--- config.mk ---
export PLATFORM = sky130hd
export DESIGN_NAME = cic_interp_ctrl
export DESIGN_NICKNAME = d
export VERILOG_FILES = /design/src/rtl/cic_interp_ctrl_pkg.sv /design/src/rtl/cic_rate_phase.sv /design/src/rtl/cic_interp_ctrl.sv
export SDC_FILE = /design/constraint.sdc
export NUM_CORES = 1
export LEC_CHECK = 0
export ABC_AREA = 0
export CAP_MARGIN = 25
export CELL_PAD_IN_SITES_DETAIL_PLACEMENT = 1
export CELL_PAD_IN_SITES_GLOBAL_PLACEMENT = 2
export CORE_MARGIN = 2
export CORE_UTILIZATION = 28
export CTS_BUF_LIST = sky130_fd_sc_hd__clkbuf_16
export DETAILED_ROUTE_END_ITERATION = 12
export GPL_TIMING_DRIVEN = 0
export PLACE_DENSITY_LB_ADDON = 0.25
export SETUP_SLACK_MARGIN = 0.05
export SLEW_MARGIN = 10
export SYNTH_ARGS = -nofsm -noshare
export SYNTH_HDL_FRONTEND = slang
export SYNTH_SLANG_ARGS = --single-unit
--- constraint.sdc ---
create_clock -name clock -period 3 [get_ports clock]
set_input_delay 0.6 -clock clock [delete_from_list [all_inputs] [get_ports clock]]
set_output_delay 0.6 -clock clock [all_outputs]
set_load 0.05 [all_outputs]
--- src/rtl/cic_interp_ctrl_pkg.sv ---
// Shared definitions for the CIC interpolator/decimator controllers:
// sequencer state encoding, rate width and the rate-clamp rule.
package cic_interp_ctrl_pkg;

    localparam int RATE_W = 8;

    typedef enum logic [1:0] {
        ST_IDLE  = 2'd0,
        ST_FLUSH = 2'd1,
        ST_PRIME = 2'd2,
        ST_RUN   = 2'd3
    } ctrl_state_t;

    // Requested rates of 0/1 both mean "no interpolation"; anything past the
    // CIC's maximum is pinned to that maximum.
    function automatic logic [RATE_W-1:0] clamp_rate(
        input logic [RATE_W-1:0] req,
        input logic [RATE_W-1:0] max_rate
    );
        if (req <= RATE_W'(1))
            return RATE_W'(1);
        else if (req > max_rate)
            return max_rate;
        else
            return req;
    endfunction

endpackage

--- src/rtl/cic_rate_phase.sv ---
// Latched (clamped) interpolation rate and the output-sample phase counter
// that decides which output ticks pull a new input sample.
module cic_rate_phase
    import cic_interp_ctrl_pkg::*;
#(
    parameter int MAX_RATE = 128
) (
    input  logic              clock,
    input  logic              reset,
    input  logic              rate_load,
    input  logic [RATE_W-1:0] rate_in,
    input  logic              advance,
    input  logic              clear,
    output logic [RATE_W-1:0] rate,
    output logic [RATE_W-1:0] phase,
    output logic              phase_zero
);

    logic wrap;

    // Phase has reached the last output of the current input sample.
    assign wrap       = (phase >= rate - RATE_W'(1));
    assign phase_zero = (phase == '0);

    // Latch the effective rate when the controller asks for it.
    // NOTE: sequential state is always assigned with <= so every register
    // samples the pre-edge values of its neighbours.
    always_ff @(posedge clock or posedge reset) begin
        if (reset)
            rate <= RATE_W'(1);
        else if (rate_load)
            rate <= clamp_rate(rate_in, RATE_W'(MAX_RATE));
    end

    // Count output ticks modulo rate; held at zero whenever not running.
    always_ff @(posedge clock or posedge reset) begin
        if (reset)
            phase <= '0;
        else if (clear)
            phase <= '0;
        else if (advance)
            phase <= wrap ? '0 : phase + RATE_W'(1);
    end

endmodule

--- src/rtl/cic_interp_ctrl.sv ---
// Sequencer for the DUC CIC interpolator: flush/prime/run state machine,
// upstream sample pop into the CIC input holding register, and the
// one-cycle-delayed strobe pipeline driving the CIC.
module cic_interp_ctrl
    import cic_interp_ctrl_pkg::*;
#(
    parameter int BW        = 16,
    parameter int MAX_RATE  = 128,
    parameter int FLUSH_LEN = 2
) (
    input  logic              clock,
    input  logic              reset,
    input  logic              run,
    input  logic [RATE_W-1:0] rate_in,
    input  logic              rate_set,
    input  logic              out_tick,
    input  logic [BW-1:0]     in_tdata,
    input  logic              in_tvalid,
    output logic              in_tready,
    output logic              cic_enable,
    output logic              cic_strobe_in,
    output logic              cic_strobe_out,
    output logic [RATE_W-1:0] cic_rate,
    output logic [BW-1:0]     cic_data,
    output logic              underrun,
    input  logic              clear_status
);

    localparam int FLUSH_W = (FLUSH_LEN > 1) ? $clog2(FLUSH_LEN) : 1;
    localparam logic [FLUSH_W-1:0] FLUSH_LOAD = FLUSH_W'(FLUSH_LEN - 1);

    ctrl_state_t       state;
    logic [FLUSH_W-1:0] flush_cnt;
    logic [RATE_W-1:0] phase;
    logic              phase_zero;
    logic              tick_ok;
    logic              pop;
    logic              tick_d;
    logic              pop_d;

    // A tick is honoured only in RUN and never together with a rate change.
    assign tick_ok = (state == ST_RUN) && out_tick && !rate_set;
    assign pop     = tick_ok && phase_zero;

    // NOTE: in_tready is deliberately combinational so the upstream pop
    // lands in the same cycle as the tick that calls for it.
    assign in_tready      = pop;
    assign cic_strobe_out = tick_d;
    assign cic_strobe_in  = pop_d;

    cic_rate_phase #(
        .MAX_RATE (MAX_RATE)
    ) u_rate_phase (
        .clock      (clock),
        .reset      (reset),
        .rate_load  (rate_set || ((state == ST_IDLE) && run)),
        .rate_in    (rate_in),
        .advance    (tick_ok),
        .clear      ((state != ST_RUN) || rate_set),
        .rate       (cic_rate),
        .phase      (phase),
        .phase_zero (phase_zero)
    );

    // Sequencer: flush the CIC with enable low, prime it, then run.
    always_ff @(posedge clock or posedge reset) begin
        if (reset) begin
            state      <= ST_IDLE;
            flush_cnt  <= '0;
            cic_enable <= 1'b0;
        end else begin
            case (state)
                ST_IDLE: begin
                    if (run) begin
                        state     <= ST_FLUSH;
                        flush_cnt <= FLUSH_LOAD;
                    end
                end
                ST_FLUSH: begin
                    if (!run) begin
                        state <= ST_IDLE;
                    end else if (rate_set) begin
                        flush_cnt <= FLUSH_LOAD;
                    end else if (flush_cnt == '0) begin
                        state      <= ST_PRIME;
                        cic_enable <= 1'b1;
                    end else begin
                        flush_cnt <= flush_cnt - FLUSH_W'(1);
                    end
                end
                ST_PRIME: begin
                    if (!run) begin
                        state      <= ST_IDLE;
                        cic_enable <= 1'b0;
                    end else if (rate_set) begin
                        state      <= ST_FLUSH;
                        flush_cnt  <= FLUSH_LOAD;
                        cic_enable <= 1'b0;
                    end else if (in_tvalid) begin
                        state <= ST_RUN;
                    end
                end
                ST_RUN: begin
                    if (!run) begin
                        state      <= ST_IDLE;
                        cic_enable <= 1'b0;
                    end else if (rate_set) begin
                        state      <= ST_FLUSH;
                        flush_cnt  <= FLUSH_LOAD;
                        cic_enable <= 1'b0;
                    end
                end
                default: begin
                    state      <= ST_IDLE;
                    cic_enable <= 1'b0;
                end
            endcase
        end
    end

    // Strobe pipeline, holding register and sticky underrun flag.
    always_ff @(posedge clock or posedge reset) begin
        if (reset) begin
            tick_d   <= 1'b0;
            pop_d    <= 1'b0;
            cic_data <= '0;
            underrun <= 1'b0;
        end else begin
            tick_d <= tick_ok;
            pop_d  <= pop;
            if (pop)
                cic_data <= in_tvalid ? in_tdata : '0;
            // A fresh underrun outranks a simultaneous clear.
            if (pop && !in_tvalid)
                underrun <= 1'b1;
            else if (clear_status)
                underrun <= 1'b0;
        end
    end

endmodule

==> results of run 1 <==
-- per-stage QoR --
| step | hold slack, ps | total power, mW |
|---|---|---|
| 4_1_cts | 468 | 1.40 |
| 6_report | 464 | 1.37 |
| 5_1_grt | 490 | 1.44 |
| 2_1_floorplan | 497 | 0.764 |
| 3_5_place_dp | 456 | 0.888 |
| 3_3_place_gp | 449 | 0.882 |
-- per-layer routing --
| metal | up-vias | GRT usage, % | share of wire (%) |
|---|---|---|---|
| li1 | 859 | - | - |
| met1 | 808 | 19.2 | 47 |
| met2 | 31 | 21.2 | 48 |
| met3 | 7 | 2.59 | 3.6 |
| met4 | 0 | 4.88 | 1.7 |
| met5 | - | 0 | 0 |
-- sequential cells by signal (all words and copies together), names as in the netlist --
| name | count |
|---|---|
| cic_strobe_out | 1 |
| cic_data | 16 |
| cic_strobe_in | 1 |
| u_rate_phase.rate | 8 |
| u_rate_phase.phase | 8 |
| underrun | 1 |
| state | 2 |
| flush_cnt | 1 |
| cic_enable | 1 |
-- repair_timing --
item	CTS	global route
hold endpoints to repair	0	0
endpoints found under the setup margin	1	1
resized for setup	3	2
-- placed cells by master, fill, tap and decap left out, types with 3 or more instances in the layout --
master,count
nor2_1,6
xnor2_1,6
a31oi_1,3
xor2_1,3
a21oi_1,8
nor3_1,3
nand2_1,50
clkbuf_16,5
inv_1,9
nand3_1,20
nand2b_1,5
dfrtp_1,38
a22o_1,3
o21ai_0,10
buf_2,4
ha_1,11
clkdlybuf4s50_1,57
-- cell type report --
| type | count | area (um^2) |
|---|---|---|
| fillers | 838 | 4260 |
| flip-flops and latches | 39 | 977 |
| multi-input cells | 156 | 971 |
| repair buffers | 59 | 596 |
| clock buffers | 5 | 125 |
| well taps | 99 | 124 |
| plain buffers | 6 | 41.3 |
| inverters | 10 | 37.5 |
| clock inverters | 2 | 8.76 |
-- cells by family after synthesis --
logic type	Yosys count
muxes	2
DFF	39
xor gates and xnor gates	9
buffers and inverters	16
and+or+nand+nor	101
AOI/OAI and AO/OA	33
adders and majority gates	11
-- synthesized netlist by cell type, types with 2 or more instances --
cell type and number:
a21oi_1 8, a22o_1 3, a31oi_1 3, and3_1 2, buf_2 3, buf_6 2, dfrtp_1 38, ha_1 11
inv_1 10, nand2_1 50, nand2b_1 5, nand3_1 20, nor2_1 6, nor2b_1 2, nor3_1 3, nor4_1 2
o21a_1 2, o21ai_0 10, o22ai_1 2, xnor2_1 6, xor2_1 3
-- where the power goes --
part           internal (mW)  leakage, nW  switching (mW)
Clock                  0.299       0.0671           0.198
Sequential             0.554        0.520          0.0252
Combinational          0.123        0.662           0.171
Total                  0.976         1.25           0.394
-- worst min-delay path, delay by kind of cell, from the launching register on --
kind | cells | cell delay [ps]
flip-flops | 1 | 340
AND/OR/NAND/NOR | 2 | 90
-- worst max path at each step --
stage	startpoint	to	slack (ps)
final	rate_set	in_tready	250
after global routing	rate_set	in_tready	140
after CTS	rate_set	in_tready	130
after detailed placement	rate_set	in_tready	-290
after global placement	rate_set	in_tready	-300
after floorplan	u_rate_phase.rate[4]	u_rate_phase.phase[5]	630
==> results_dict.tcl, run 1 <==
set metrics [dict create \
    outcome "completed" \
    yosys.area_share.simple_pct 25.7 \
    grt_pass1_wl_um 8450 \
    clock_latency_ps 280 \
    yosysUniqueCellTypes 41 \
    drive_above_1_share_pct 9.03 \
    synth.yosys.seq_area_share_pct 48.2 \
    worstSetupPathType "primary input to primary output" \
    critical-path-max-stage-delay_ps 460 \
    final_cell_area_um2 2880 \
    reg2reg_slack_ps 580 \
    worst_r2r_path_depth 9 \
    row_count 31 \
    grt_use_total_pct 13.7 \
    htreeDepth 2 \
    drt_iter0_markers 45 \
    vias_per_cell 4.53 \
    total_leakage_power_nw 1.25 \
    setup_violations 0 \
    layout.nets 319 \
    core_area_um2 7140 \
    avgSynthCellArea_um2 9.61 \
    start_kind "primary input" \
    worst-path-buf-inv 4 \
    min_from "cic_data[0]" \
    grt_pass1_vias 1716 \
    synth_mux_area_share_pct 1.05 \
    grt-ovfl-total 0 \
    path_common_cell "buf_6" \
    cp.depth 7 \
    synth_compound_area_share_pct 10.5 \
    cts_sinks 39 \
    hold_end "cic_data[0]" \
    synth_area_leaders "dfrtp_1, nand2_1, ha_1" \
    fin_cells 376 \
    synth_fa_ha_area_share_pct 6.79 \
    skew_ps 2.98 \
    dpl-instance-area_um2 2750 \
    regToRegStartpoint "u_rate_phase.rate[4]" \
    synth_xor_area_share_pct 3.89 \
    synth_ff_type "dfrtp_1" \
    hold_viol 0 \
    power_density_nw_per_um2 476 \
    dp.cells 369 \
    area_growth_pct 42.1 \
    end_kind "primary output" \
    fp.dieW_um 89.1 \
    dieArea_um2 7940 \
    arrival_ps 2150 \
    io_pins 60 \
    wire_per_inst_um 13.5 \
    dp_hpwl_um 3860 \
    clk_pin_slew_ps 60 \
    crit_required_ps 2400 \
    antenna_found_initial 0 \
    die_h_um 89.1 \
    synth_top_family_by_area "simple AND/OR/NAND/NOR gates" \
    gp_congestion 0.696 \
    rsz0062_at_grt "no" \
    grt_max_degree 36 \
    ant_nets 0 \
    fin_crit_ps 2750 \
    r2r_end "u_rate_phase.phase[2]" \
    path_cells "clkdlybuf4s50_1, nand2b_4, nor2_4, and3_1, buf_6, buf_6, buf_2" \
    cts_tree "built" \
    peakVddDrop_v 0.000220 \
    synth_nets 253 \
    synth_area_um2 2030 \
    dr_total_vias 1705 \
    post_cts_buffers 0 \
    crit_family "buffers and inverters" \
    synth_warnings 0 \
    slowest_stage "clkdlybuf4s50_1" \
    cts_hold_buf 0 \
    tns_ps 0 \
    synth_top_area_share_pct 46.9 \
    synthArstFlopShare_pct 100 \
    period_share_pct 91.8 \
    start_util_pct 28.4 \
    ys_ff_latch 39 \
    postLayoutCoreUtil_pct 40.4 \
    crit_path_max_fanout 11 \
    remaining_drc_errors 0 \
    cts-root-buf "clkbuf_16" \
    fmax_mhz 363 \
    clockBufferDepth 2 \
    setup_ws_ps 247 \
    worst_slew_pin_slew_ps 564 \
    drt-total-wl_um 5080 \
    whs_path_depth 2 \
    first_pass_iters 4 \
    yosys.area.top_type "dfrtp_1" \
    slew_violations 0 \
    drv_cap 0 \
    post-place-ws_ps -294 \
    numPortBuffers 58 \
    hold_class "flip-flop to flip-flop" \
    synth_cells 211 \
    synth_enable_flop_cells 0 \
    relSlewSlack_pct 62.2 \
    antenna_cells 0 \
    cts-buffers-inserted 5 \
]
(Power assumes the default switching activity.)
==> run 2: changes to the inputs <==
Settings changed: CORE_UTILIZATION 28 to 29, SYNTH_HIERARCHICAL set to 1.
==> results_dict.tcl, run 2 <==
set metrics [dict create \
    outcome "completed" \
    crit_family "simple AND/OR/NAND/NOR gates" \
    fp.dieW_um 90.0 \
    clockBufferDepth 2 \
    total_leakage_power_nw 1.40 \
    yosys-top-cells-count "dfrtp_1, nand2_1, inv_1, nand4_1, ha_1" \
    grt_max_degree 24 \
    drt_iter0_markers 60 \
    clk_pin_slew_ps 60 \
    nFillCells 829 \
    cts-buffers-inserted 5 \
    setup_violations 0 \
    crit_path_max_fanout 10 \
    avgSynthCellArea_um2 10.5 \
    arrival_ps 2240 \
    cts_hold_buf 0 \
    dp_hpwl_um 4250 \
    worst_slew_pin_slew_ps 680 \
    whs_ps 474 \
    cts-root-buf "clkbuf_16" \
    grt_pass1_wl_um 9920 \
    numPortBuffers 58 \
    path_common_cell "inv_2" \
    top_regs "cic_data: 16 flops, u_rate_phase/phase: 8 flops, u_rate_phase/rate: 8 flops" \
    period_share_pct 94.7 \
    io_pins 60 \
    hold_class "flip-flop to flip-flop" \
    power_density_nw_per_um2 485 \
    grt-ovfl-total 0 \
    htreeDepth 2 \
    yosysMostFrequentCell "dfrtp_1" \
    largest-register "cic_data" \
    synth_ff_type "dfrtp_1" \
    start_kind "flip-flop" \
    synth_enable_flop_cells 0 \
    final_cell_area_um2 3130 \
    wire_per_inst_um 15.1 \
    dieArea_um2 8100 \
    slowest_stage "or4b_4" \
    path_cells "inv_2, ha_2, or4b_4, nor4_4, buf_4, nand2_8, buf_8, inv_2, buf_6" \
    worstSetupPathType "flip-flop to primary output" \
    total_power_mw 1.52 \
    critical-path-max-stage-delay_ps 470 \
    area_growth_pct 45.7 \
    synth_warnings 6 \
    worst-path-buf-inv 5 \
    cts_sinks 39 \
    antenna_cells 0 \
    drive_above_1_share_pct 17.0 \
    gp_congestion 0.781 \
    vias_per_cell 4.85 \
    hold_viol 0 \
    synth_area_um2 2150 \
    peakVddDrop_v 0.000267 \
    die_h_um 90.0 \
    antenna_found_initial 0 \
    final_common_cell "clkdlybuf4s50_1" \
    yosysUniqueCellTypes 46 \
    postLayoutCoreUtil_pct 43.3 \
    first_pass_iters 4 \
    end_kind "primary output" \
    slew_violations 0 \
    relSlewSlack_pct 54.6 \
    skew_ps 2.68 \
    mostFrequentLayoutCells "clkdlybuf4s50_1, dfrtp_1, nand2_1" \
    dpl-instance-area_um2 2850 \
    drt-total-wl_um 5690 \
    grt_use_total_pct 15.2 \
    drv_cap 0 \
    synth_area_leaders "dfrtp_1, ha_1, nand4_1" \
    row_count 31 \
    fin_crit_ps 2840 \
    synth.yosys.seq_area_share_pct 45.5 \
    dr_total_vias 1822 \
    ys_ff_latch 39 \
    crit_required_ps 2400 \
    grt_pass1_vias 1933 \
    remaining_drc_errors 0 \
    ant_nets 0 \
    largest_reg_flops 16 \
    core_area_um2 7210 \
    synth_top_area_share_pct 44.3 \
    synth_nets 246 \
    rsz0062_at_grt "no" \
    synth_cells 204 \
    layout.nets 318 \
    clock_latency_ps 280 \
    synthArstFlopShare_pct 100 \
    start_util_pct 29.7 \
    cts_tree "built" \
    yosys.area.top_type "dfrtp_1" \
    fmax_mhz 352 \
]
-- run 2: cell count changes after synthesis, sizes merged, moves of 3 or more --
| cell | previous run | this run |
|---|---|---|
| nand3 | 21 | 2 |
| nand4 | 1 | 17 |
| o21ai | 10 | 6 |
| nand2b | 6 | 2 |
| a21bo | 0 | 16 |
| a22o | 3 | 0 |
| o211ai | 1 | 5 |
| inv | 10 | 17 |
| nand2 | 51 | 19 |
-- run 2: worst paths after layout --
path / startpoint / end / slack [ps] / depth (start not counted)
setup reg to reg: u_rate_phase/rate[3] / u_rate_phase/phase[1] / 490 / 9
hold reg to reg: cic_data[14] / cic_data[14] / 470 / 1
min in group asynchronous: reset / flush_cnt / 560 / 2
hold / removal: cic_data[14] / cic_data[14] / 470 / 1
max in group asynchronous: reset / u_rate_phase/phase[2] / 1810 / 2
setup / recovery: u_rate_phase/phase[0] / in_tready / 160 / 9
-- run 2: area by class of cell --
cell class	count	area [um^2]	area share (%)
Sequential cell	39	977	31.3
Buffer	9	67.6	2.16
Timing Repair Buffer	65	654	20.9
Multi-Input combinational cell	139	1070	34.3
Tap cell	99	124	3.96
Inverter	17	63.8	2.04
Clock buffer	5	125	4.00
Clock inverter	3	43.8	1.40
-- run 2: per-stage QoR --
stage | setup WS (ps) | setup TNS [ps] | std cells
finish | 158 | 0 | 376
global route | 69.1 | 0 | 376
CTS | 74.6 | 0 | 370
detailed placement | -345 | -345 | 361
global placement | -336 | -336 | 361
floorplan | 491 | 0 | 204
-- run 2: layer usage --
layer | up-vias | track usage [%] | part of all wire (%)
li1 | 875 | - | -
met1 | 893 | 18.7 | 44
met2 | 47 | 26.3 | 51
met3 | 7 | 2.85 | 3.6
met4 | 0 | 5.77 | 1.5
met5 | - | 0 | 0
-- run 2: logic make-up after synthesis --
group | Yosys count | synth area share [%]
muxes | 3 | 1.57
buffers and inverters | 26 | 5.95
adders and majority gates | 11 | 6.41
and+or+nand+nor | 65 | 16.7
DFF | 39 | 45.5
AOI/OAI and AO/OA | 50 | 19.7
xor gates and xnor gates | 10 | 4.08
-- run 2: timing repair --
item | 4_1_cts | 5_1_grt
endpoints found under the setup margin | 1 | 1
gates cloned | 0 | 0
buffers inserted | 1 | 5
pin swaps | 0 | 1
gates resized for setup | 7 | 8
hold endpoints to repair | 0 | 0
-- run 2: power breakdown --
group / switching (mW) / internal [mW]
registers: 0.0233 / 0.555
logic: 0.185 / 0.140
clock network: 0.222 / 0.392
total: 0.430 / 1.09
